[src/rtl/chess_timer_pkg.sv]
// Shared chess-clock definitions used by the seconds stage, the minutes stage
// and the turn controller.
//   state_e      : per-player clock state encoding (ST_IDLE..ST_EXPIRED)
//   MIN_W_DEF    : default width of the minutes count
//   MAX_MIN_DEF  : default displayable maximum of the minutes count
package chess_timer_pkg;

    localparam int unsigned MIN_W_DEF   = 7;
    localparam int unsigned MAX_MIN_DEF = 99;

    typedef enum logic [1:0] {
        ST_IDLE    = 2'd0,
        ST_RUNNING = 2'd1,
        ST_PAUSED  = 2'd2,
        ST_EXPIRED = 2'd3
    } state_e;

endpackage : chess_timer_pkg

[src/rtl/minutes_countdown_if.sv]
// Minutes-stage signal bundle between the seconds stage / controller (master)
// and the minutes countdown (slave).
//   sec_carry  : toggle carry from the seconds stage (master -> slave)
//   run        : level, this player's clock is running (master -> slave)
//   load       : 1-cycle load pulse (master -> slave)
//   load_min   : minutes value to load (master -> slave)
//   minutes    : remaining minutes (slave -> master)
//   min_tick   : 1-cycle pulse per accepted decrement (slave -> master)
//   flag_fall  : sticky time-expired flag (slave -> master)
//   state      : clock state (slave -> master)
//   low_time   : low-time warning, only with MINCNT_LOWTIME_EN (slave -> master)
interface minutes_countdown_if
    import chess_timer_pkg::*;
#(
    parameter int unsigned MIN_W = MIN_W_DEF
);

    logic             sec_carry;
    logic             run;
    logic             load;
    logic [MIN_W-1:0] load_min;
    logic [MIN_W-1:0] minutes;
    logic             min_tick;
    logic             flag_fall;
    state_e           state;
`ifdef MINCNT_LOWTIME_EN
    logic             low_time;
`endif

    modport master (
        output sec_carry, run, load, load_min,
`ifdef MINCNT_LOWTIME_EN
        input  low_time,
`endif
        input  minutes, min_tick, flag_fall, state
    );

    modport slave (
        input  sec_carry, run, load, load_min,
`ifdef MINCNT_LOWTIME_EN
        output low_time,
`endif
        output minutes, min_tick, flag_fall, state
    );

endinterface : minutes_countdown_if

[src/rtl/toggle_edge_detect.sv]
// Converts a toggle-type carry into a one-cycle pulse per level change.
// The history register follows din every cycle, so it is always in sync with
// the input; clear (and reset) only suppress the pulse for the cycle in which
// they are asserted, which discards any change seen in that cycle.
//   clk    : clock
//   reset  : synchronous, active-high
//   clear  : resync request, masks the pulse this cycle
//   din    : toggle input
//   pulse  : combinational, 1 when din differs from its previous value
module toggle_edge_detect (
    input  logic clk,
    input  logic reset,
    input  logic clear,
    input  logic din,
    output logic pulse
);

    logic din_q;

    // History register; tracks din in every state, including reset.
    always_ff @(posedge clk) begin
        din_q <= din;
    end

    assign pulse = (din ^ din_q) & ~clear & ~reset;

endmodule : toggle_edge_detect

[src/rtl/minutes_countdown.sv]
// Minutes stage of one player's chess clock. Each level change on the seconds
// stage's toggle carry decrements the minutes while running; wrapping at zero
// minutes raises a sticky flag-fall and parks the clock in EXPIRED.
// Optional feature macro: MINCNT_LOWTIME_EN (adds low_time and WARN_MIN).
//   clk    : system clock
//   reset  : synchronous, active-high
//   bus    : minutes_countdown_if.slave (sec_carry, run, load, load_min in;
//            minutes, min_tick, flag_fall, state[, low_time] out, all registered)
module minutes_countdown
    import chess_timer_pkg::*;
#(
    parameter int unsigned MIN_W    = MIN_W_DEF,
    parameter int unsigned INIT_MIN = 10,
    parameter int unsigned MAX_MIN  = MAX_MIN_DEF
`ifdef MINCNT_LOWTIME_EN
    ,
    parameter int unsigned WARN_MIN = 1
`endif
) (
    input  logic                clk,
    input  logic                reset,
    minutes_countdown_if.slave  bus
);

    localparam int unsigned     RST_MIN = (INIT_MIN > MAX_MIN) ? MAX_MIN : INIT_MIN;
    localparam logic [MIN_W-1:0] RST_VAL = MIN_W'(RST_MIN);
    localparam logic [MIN_W-1:0] MAX_VAL = MIN_W'(MAX_MIN);

    state_e           state_q,   state_n;
    logic [MIN_W-1:0] minutes_q, minutes_n;
    logic             tick_q,    tick_n;
    logic             flag_q,    flag_n;
    logic             wrap_c;
    logic [MIN_W-1:0] load_sat_c;

    // Carry edge detector; a load discards a wrap arriving in the same cycle.
    toggle_edge_detect u_edge (
        .clk   (clk),
        .reset (reset),
        .clear (bus.load),
        .din   (bus.sec_carry),
        .pulse (wrap_c)
    );

    // Saturating loader keeps minutes within the displayable range.
    assign load_sat_c = (bus.load_min > MAX_VAL) ? MAX_VAL : bus.load_min;

    // Next-state, decrementer and flag logic; priority load > wrap > run.
    always_comb begin
        state_n   = state_q;
        minutes_n = minutes_q;
        tick_n    = 1'b0;
        flag_n    = flag_q;

        if (bus.load) begin
            state_n   = ST_IDLE;
            minutes_n = load_sat_c;
            flag_n    = 1'b0;
        end else begin
            case (state_q)
                ST_IDLE: begin
                    if (bus.run) state_n = ST_RUNNING;
                end
                ST_RUNNING: begin
                    if (wrap_c) begin
                        if (minutes_q != '0) begin
                            minutes_n = minutes_q - MIN_W'(1);
                            tick_n    = 1'b1;
                            if (!bus.run) state_n = ST_PAUSED;
                        end else begin
                            // Out of time: hold at zero, no underflow.
                            flag_n  = 1'b1;
                            state_n = ST_EXPIRED;
                        end
                    end else if (!bus.run) begin
                        state_n = ST_PAUSED;
                    end
                end
                ST_PAUSED: begin
                    if (bus.run) state_n = ST_RUNNING;
                end
                ST_EXPIRED: begin
                    state_n = ST_EXPIRED;
                end
                default: begin
                    state_n = ST_IDLE;
                end
            endcase
        end
    end

    // State and output registers.
    always_ff @(posedge clk) begin
        if (reset) begin
            state_q   <= ST_IDLE;
            minutes_q <= RST_VAL;
            tick_q    <= 1'b0;
            flag_q    <= 1'b0;
        end else begin
            state_q   <= state_n;
            minutes_q <= minutes_n;
            tick_q    <= tick_n;
            flag_q    <= flag_n;
        end
    end

    assign bus.minutes   = minutes_q;
    assign bus.min_tick  = tick_q;
    assign bus.flag_fall = flag_q;
    assign bus.state     = state_q;

`ifdef MINCNT_LOWTIME_EN
    localparam logic [MIN_W-1:0] WARN_VAL = MIN_W'(WARN_MIN);

    logic low_q;
    logic low_n;

    // Warning follows the registered count, so it trails minutes by one clock.
    always_comb begin
        low_n = 1'b0;
        if ((state_q == ST_RUNNING) || (state_q == ST_PAUSED)) begin
            low_n = (minutes_q < WARN_VAL);
        end
    end

    always_ff @(posedge clk) begin
        if (reset) begin
            low_q <= 1'b0;
        end else begin
            low_q <= low_n;
        end
    end

    assign bus.low_time = low_q;
`endif

endmodule : minutes_countdown

[src/flat_wrapper.sv]
// flat-port wrapper written by rule: the top's interface ports become plain ports
module minutes_countdown_flat import chess_timer_pkg::*;
#(
    parameter int unsigned MIN_W    = MIN_W_DEF,
    parameter int unsigned INIT_MIN = 10,
    parameter int unsigned MAX_MIN  = MAX_MIN_DEF

)
  (clk, reset, bus_sec_carry, bus_run, bus_load, bus_load_min, bus_minutes, bus_min_tick, bus_flag_fall, bus_state);
  minutes_countdown_if #(.MIN_W(MIN_W)) bus_i ();
  input  logic clk;
  input  logic reset;
  input wire logic [$bits(bus_i.sec_carry)-1:0] bus_sec_carry;
  input wire logic [$bits(bus_i.run)-1:0] bus_run;
  input wire logic [$bits(bus_i.load)-1:0] bus_load;
  input wire logic [$bits(bus_i.load_min)-1:0] bus_load_min;
  output wire logic [$bits(bus_i.minutes)-1:0] bus_minutes;
  output wire logic [$bits(bus_i.min_tick)-1:0] bus_min_tick;
  output wire logic [$bits(bus_i.flag_fall)-1:0] bus_flag_fall;
  output wire logic [$bits(bus_i.state)-1:0] bus_state;
  assign bus_i.sec_carry = bus_sec_carry;
  assign bus_i.run = bus_run;
  assign bus_i.load = bus_load;
  assign bus_i.load_min = bus_load_min;
  assign bus_minutes = bus_i.minutes;
  assign bus_min_tick = bus_i.min_tick;
  assign bus_flag_fall = bus_i.flag_fall;
  assign bus_state = bus_i.state;
  minutes_countdown #(.MIN_W(MIN_W), .INIT_MIN(INIT_MIN), .MAX_MIN(MAX_MIN)) u_core (.clk(clk), .reset(reset), .bus(bus_i));
endmodule
[config.mk]
export PLATFORM = sky130hd
export DESIGN_NAME = minutes_countdown_flat
export DESIGN_NICKNAME = d
export VERILOG_FILES = /design/src/rtl/chess_timer_pkg.sv /design/src/rtl/minutes_countdown_if.sv /design/src/rtl/toggle_edge_detect.sv /design/src/rtl/minutes_countdown.sv /design/src/flat_wrapper.sv
export SDC_FILE = /design/constraint.sdc
export NUM_CORES = 1
export LEC_CHECK = 0
export ABC_CLOCK_PERIOD_IN_PS = 1400
export CORE_MARGIN = 1
export CORE_UTILIZATION = 39
export CTS_CLUSTER_DIAMETER = 100
export DETAILED_ROUTE_END_ITERATION = 10
export PLACE_DENSITY = 0.73
export SLEW_MARGIN = 20
export SYNTH_ARGS = -nofsm -noshare
export SYNTH_HDL_FRONTEND = slang
export SYNTH_HIERARCHICAL = 1
export SYNTH_SLANG_ARGS = --single-unit
[constraint.sdc]
create_clock -name clk -period 1.4 [get_ports clk]
set_input_delay 0.14 -clock clk [delete_from_list [all_inputs] [get_ports clk]]
set_output_delay 0.14 -clock clk [all_outputs]
set_load 0.01 [all_outputs]
Yosys cells after proc, flatten, opt, wreduce, memory -nomap -nowiden

Index checks and enable logic that the tools add are counted.
W data, S select, Z words.

Flip-flop bits (word level): 12
Latch bits: 0
RAM bits: 0
Bits in read-only memories: 0
Logic and storage cells: 40
Memories: 0

Add/sub/neg operators: 1
Multipliers: 0
Divide/modulo/power cells: 0
Order comparisons: 1
Equality and inequality tests: 4
Shift operators: 0
Mux-type cells: 11
Bitwise operators: 8
Reduce and logical (&&, ||, !) cells: 10

Operators by type and width:

| operator              | count |
|---|---|
| $mux W7               | 5 |
| $mux W2               | 4 |
| $gt A7 B7 Y1 const B  | 1 |
| $reduce_bool A7 Y1    | 1 |
| $sub A7 B1 Y7 const B | 1 |
| $pmux W2 S3           | 1 |
| $reduce_and A3 Y1     | 2 |
| $reduce_bool A2 Y1    | 3 |
| $not A1 Y1            | 5 |
| $eq A2 B2 Y1 const B  | 2 |
| $reduce_or A2 Y1      | 2 |
| $reduce_or A4 Y1      | 1 |
| $and A1 B1 Y1         | 2 |
| $eq A2 B1 Y1 const B  | 1 |
| $logic_not A2 Y1      | 1 |
| $ne A2 B1 Y1 const B  | 1 |
| $mux W1               | 1 |
| $xor A1 B1 Y1         | 1 |

Longest topological paths before layout

Depth in word-level cells: 6
Gate-level depth with buffers: 6
Depth with buffers taken out: 6

By module

The synthesis kept the hierarchy.

Modules (own cells, without submodules):

| module             | instances | cells an instance | area an instance (um^2) |
|---|---|---|---|
| minutes_countdown  | 1         | 68                | 631.9 |
| toggle_edge_detect | 1         | 3                 | 38.8 |

Worst setup path after synthesis

Ideal clock, no wire load.

Path kind: reg-to-reg
Start point: register u_core.minutes_q[0] (netlist: u_core/bus.minutes[0])
End point: register u_core.minutes_q[1] (netlist: u_core/bus.minutes[1])
Library setup time: 73 ps
Arrival: 1497 ps
Required time: 1327 ps
Slack: -170 ps
Cell stages (with the launch flop): 7
Buffers on the path: 0
Clock period less this slack: 1570 ps
Cell sequence: dfxtp_1 > inv_1 > ha_1 > nor3b_4 > a21oi_2 > mux2_2 > o211ai_2

Word-level cells in the longest chain between the ends: 5
Elaborated cells between the ends (all ways): 8
Those cells by class: add/sub (1); mux (4); reduce/logical (3)

RTL lines:

| item                   | line                     | RTL |
|---|---|---|
| start, declared        | minutes_countdown.sv:30  | `logic [MIN_W-1:0] minutes_q, minutes_n;` |
| start signal, assigned | minutes_countdown.sv:101 | `minutes_q <= minutes_n;` |
| $sub A7 B1 Y7          | minutes_countdown.sv:67  | `minutes_n = minutes_q - MIN_W'(1);` |
| $mux W7                | minutes_countdown.sv:66  | `if (minutes_q != '0) begin` |
| $mux W7                | minutes_countdown.sv:65  | `if (wrap_c) begin` |
| $mux W7                | minutes_countdown.sv:60  | `case (state_q)` |
| $mux W7                | minutes_countdown.sv:55  | `if (bus.load) begin` |

Several ways; a longest one is shown, not always the timed one. The select of a mux whose other input is x is not followed.
A chain may end at the register's enable or synchronous reset.

Worst setup path in the final report

Start point: register u_core.u_edge.din_q
End point: register u_core.minutes_q[6] (netlist: u_core/bus.minutes[6])

Word-level cells in the longest chain between the ends: 5

RTL lines:

| item                         | line                     | RTL |
|---|---|---|
| start, declared              | toggle_edge_detect.sv:18 | `logic din_q;` |
| start signal, assigned       | toggle_edge_detect.sv:22 | `din_q <= din;` |
| $xor A1 B1 Y1                | toggle_edge_detect.sv:25 | `assign pulse = (din ^ din_q) & ~clear & ~reset;` |
| $and A1 B1 Y1 (2 in a row)   | toggle_edge_detect.sv:25 |  |
| via u_core.wrap_c            | minutes_countdown.sv:33  | `logic wrap_c;` |
| $reduce_bool A2 Y1 (no line) | -                        |  |
| $reduce_and A3 Y1 (no line)  | -                        |  |

The timed path passes the listed nets, and every way through them passes these cells.

==> results <==
==> cells in the mapped netlist <==
master,count
a211oi_1,5
a211oi_2,1
a21oi_1,3
a21oi_2,1
a31oi_1,2
and3_1,1
dfxtp_1,12
ha_1,2
inv_1,6
mux2_2,1
mux2i_1,2
nand2_1,2
nand3_1,2
nand3b_1,1
nand4_1,1
nand4b_1,1
nor2_1,7
nor3_1,3
nor3_2,1
nor3_4,1
nor3b_4,1
nor4_4,1
nor4b_2,1
o211ai_2,1
o21ai_0,3
o21ai_1,1
o21ba_2,1
o22ai_1,1
or2_2,1
or3_1,1
xnor2_1,4
==> layout make-up <==
cell class | count | area [sq um]
Timing Repair Buffer | 46 | 415
Tap cell | 16 | 20.0
Fill cell | 110 | 370
Sequential cell | 12 | 251
Inverter | 6 | 22.5
Clock buffer | 3 | 22.5
Multi-Input combinational cell | 53 | 457
==> flip-flops by register name, indices dropped and copies added, names as in the netlist <==
register              count
u_core/bus.flag_fall      1
u_core/u_edge/din_q       1
u_core/bus.min_tick       1
u_core/bus.state          2
u_core/bus.minutes        7
==> power by group through the flow <==
stage          clock [mW]  sequential (mW)  combinational [mW]
6_report            0.217            0.376               0.219
4_1_cts             0.220            0.376               0.206
2_1_floorplan           0            0.395              0.0663
3_3_place_gp            0            0.381               0.196
3_5_place_dp            0            0.382               0.200
5_1_grt             0.238            0.379               0.234
==> metrics by stage <==
stage               worst slack (ns)  util [%]  setup TNS (ns)  power (mW)
floorplan                     -0.100         -          -0.106       0.461
global placement              -0.437      66.8           -3.11       0.578
CTS                           -0.191      72.9          -0.901       0.803
detailed placement            -0.494      66.8           -3.79       0.582
finish                        -0.252      76.2           -1.26       0.813
global route                  -0.301      76.2           -1.91       0.851
==> routing by layer <==
metal / share of wire (%) / wire, microns / vias to the layer above / track usage (%)
met2: 49 / 987 / 24 / 41.2
met1: 46 / 915 / 352 / 28.4
met3: 3.5 / 70 / 4 / 5.00
li1: - / - / 363 / -
met4: 1.3 / 25 / 0 / 7.50
met5: 0 / 0 / - / 0
==> logic make-up (layout without fill, tap and decap cells) <==
group,after synthesis,in the layout,share of synthesized area (%)
xor gates and xnor gates,4,4,5.22
muxes,3,3,4.66
DFF,12,12,35.8
buffers and inverters,6,55,3.36
and+or+nand+nor,25,25,27.1
AOI/OAI and AO/OA,19,19,20.1
adders and majority gates,2,2,3.73
==> path summary, 6_finish.rpt <==
check,endpoint,slack [ns],depth (start not counted)
setup reg to reg,u_core/bus.minutes[6]$_SDFFE_PP0P_,-0.25,8
setup / recovery,u_core/bus.minutes[6]$_SDFFE_PP0P_,-0.25,8
hold / removal,u_core/u_edge/din_q$_DFF_P_,0.13,1
hold reg to reg,u_core/bus.state[0]$_SDFFE_PP0P_,0.60,3
==> worst reg2reg max path, cell delays in order, from the launching register on <==
cell and delay [ns]:
dfxtp_2 0.32, xnor2_1 0.12, nor3_2 0.14, buf_4 0.14
nand4b_1 0.11, buf_6 0.16, nor4b_4 0.27, xnor2_1 0.12
a211oi_2 0.18
==> repair_timing <==
action	CTS	global route
hold buffers	0	0
setup endpoints to repair	13	16
buffers inserted	4	3
pin swaps	7	8
resized for setup	21	10
==> impl_metrics.py <==
metrics = {
    "worst_setup_path": {
        "crit_buf_inv": 2,
        "crit_top_cell": "xnor2_1",
        "end_kind": "flip-flop",
        "r2r_start": "u_core/u_edge/din_q$_DFF_P_",
        "critPathMaxFanout": 4,
        "critPathLaunchType": "flip-flop",
        "cp.required_ns": 1.59,
        "path_delay_family": "simple AND/OR/NAND/NOR gates",
        "worstSetupPathType": "reg -> reg",
        "crit_chain": "xnor2_1, nor3_2, buf_4, nand4b_1, buf_6, nor4b_4, xnor2_1, a211oi_2",
        "arrival_ns": 1.84,
        "slowest_delay_ns": 0.32,
        "crit_path_top_delay_cell": "dfxtp_2",
        "startpoint": "u_core/u_edge/din_q$_DFF_P_",
    },
    "detailed_routing": {
        "drt-pass1-iter-count": 7,
        "wirelength_mm": 2.00,
        "num_vias": 743,
        "drc": 2,
        "wl_per_cell_microns": 14.7,
        "drtIter0Drc": 17,
        "vias_per_cell": 5.46,
        "ant_nets": 0,
    },
    "finish": {
        "syn_to_final_growth_pct": 77.2,
        "final_common_cell": "buf_4",
        "final_cell_mix": "buf_4, clkdlybuf4s50_1, dfxtp_2",
        "final_net_count": 136,
        "drive_gt1_share_pct": 45.8,
        "fin_area_sq_mm": 0.00119,
        "final_cells": 136,
        "antennaDiodeCount": 0,
    },
    "job": {
        "drv_cap": 0,
    },
    "grt": {
        "grt_pass1_vias": 714,
        "grt_max_degree": 9,
        "grt_pass1_wl_mm": 3.22,
        "antenna_found_initial": 0,
        "grt_overflow": 0,
        "grtUsageTotal_pct": 23.4,
    },
    "min_path": {
        "min-delay-start": "bus_sec_carry",
        "hold_class": "in -> reg",
    },
    "synth": {
        "synth_nets": 85,
        "synthCells": 71,
        "yosysWarnings": 6,
        "yosysTopAreaCell": "dfxtp_1",
        "synth_seq_cells": 12,
        "synth.top_cells.by_area": "dfxtp_1, a211oi_1, xnor2_1, nor2_1, ha_1",
        "avgSynthCellArea_sq_um": 9.45,
        "synth_area_sq_um": 671,
        "ys_seq_area_share_pct": 35.8,
        "yosysTopAreaCellShare_pct": 35.8,
        "synth_cell_type_count": 31,
    },
    "clock_network": {
        "clock_tree.root_cell": "clkbuf_4",
        "htreeDepth": 1,
        "cts_tree": "built",
        "path_clk_slew_ns": 0.08,
        "clk_latency_ns": 0.27,
        "numCtsBuffers": 3,
        "clk_path_buf_depth": 2,
        "cts.sinks": 12,
    },
    "pwr": {
        "netSwitchingFraction_pct": 28.8,
        "power.switching_mw": 0.234,
        "clockPowerShare_pct": 26.8,
        "leakagePower_nw": 0.509,
        "combPwrFrac_pct": 26.9,
        "peakVddDrop_v": 0.000521,
        "intPower_mw": 0.579,
        "cellPowerDensity_mw_per_mm2": 684,
        "p_seq_share_pct": 46.3,
    },
    "placement": {
        "place_inst": 126,
        "hpwlAfterDp_mm": 1.40,
        "place_congestion": 0.758,
        "port_buffers": 22,
        "dpl_cell_area_sq_mm": 0.00104,
    },
    "floorplanning": {
        "die_h_microns": 43.5,
        "fp-row-count": 14,
        "io-pin-count": 23,
        "dieWidth_microns": 43.5,
        "initial_core_util_pct": 43.0,
        "core_area_sq_mm": 0.00156,
        "die_area_sq_mm": 0.00189,
    },
    "timing": {
        "hold_viol": 0,
        "skew_ns": 0.00318,
        "period_needed_ns": 1.65,
        "slew_violations": 0,
        "timing.fmax_ghz": 0.605,
        "setup_violations": 8,
        "rsz0062_at_grt": "true",
        "fin_hold_ws_ns": 0.126,
        "finalCritPeriodShare_pct": 118,
        "fin_ws_ns": -0.252,
        "worst_pin_slew_ns": 0.332,
        "maxSlewHeadroom_pct": 77.8,
    },
    "status": {
        "status": "finished with violations",
        "violations": "design-rule violations, negative setup slack",
    },
}
Power figures use the tool's default switching activity.
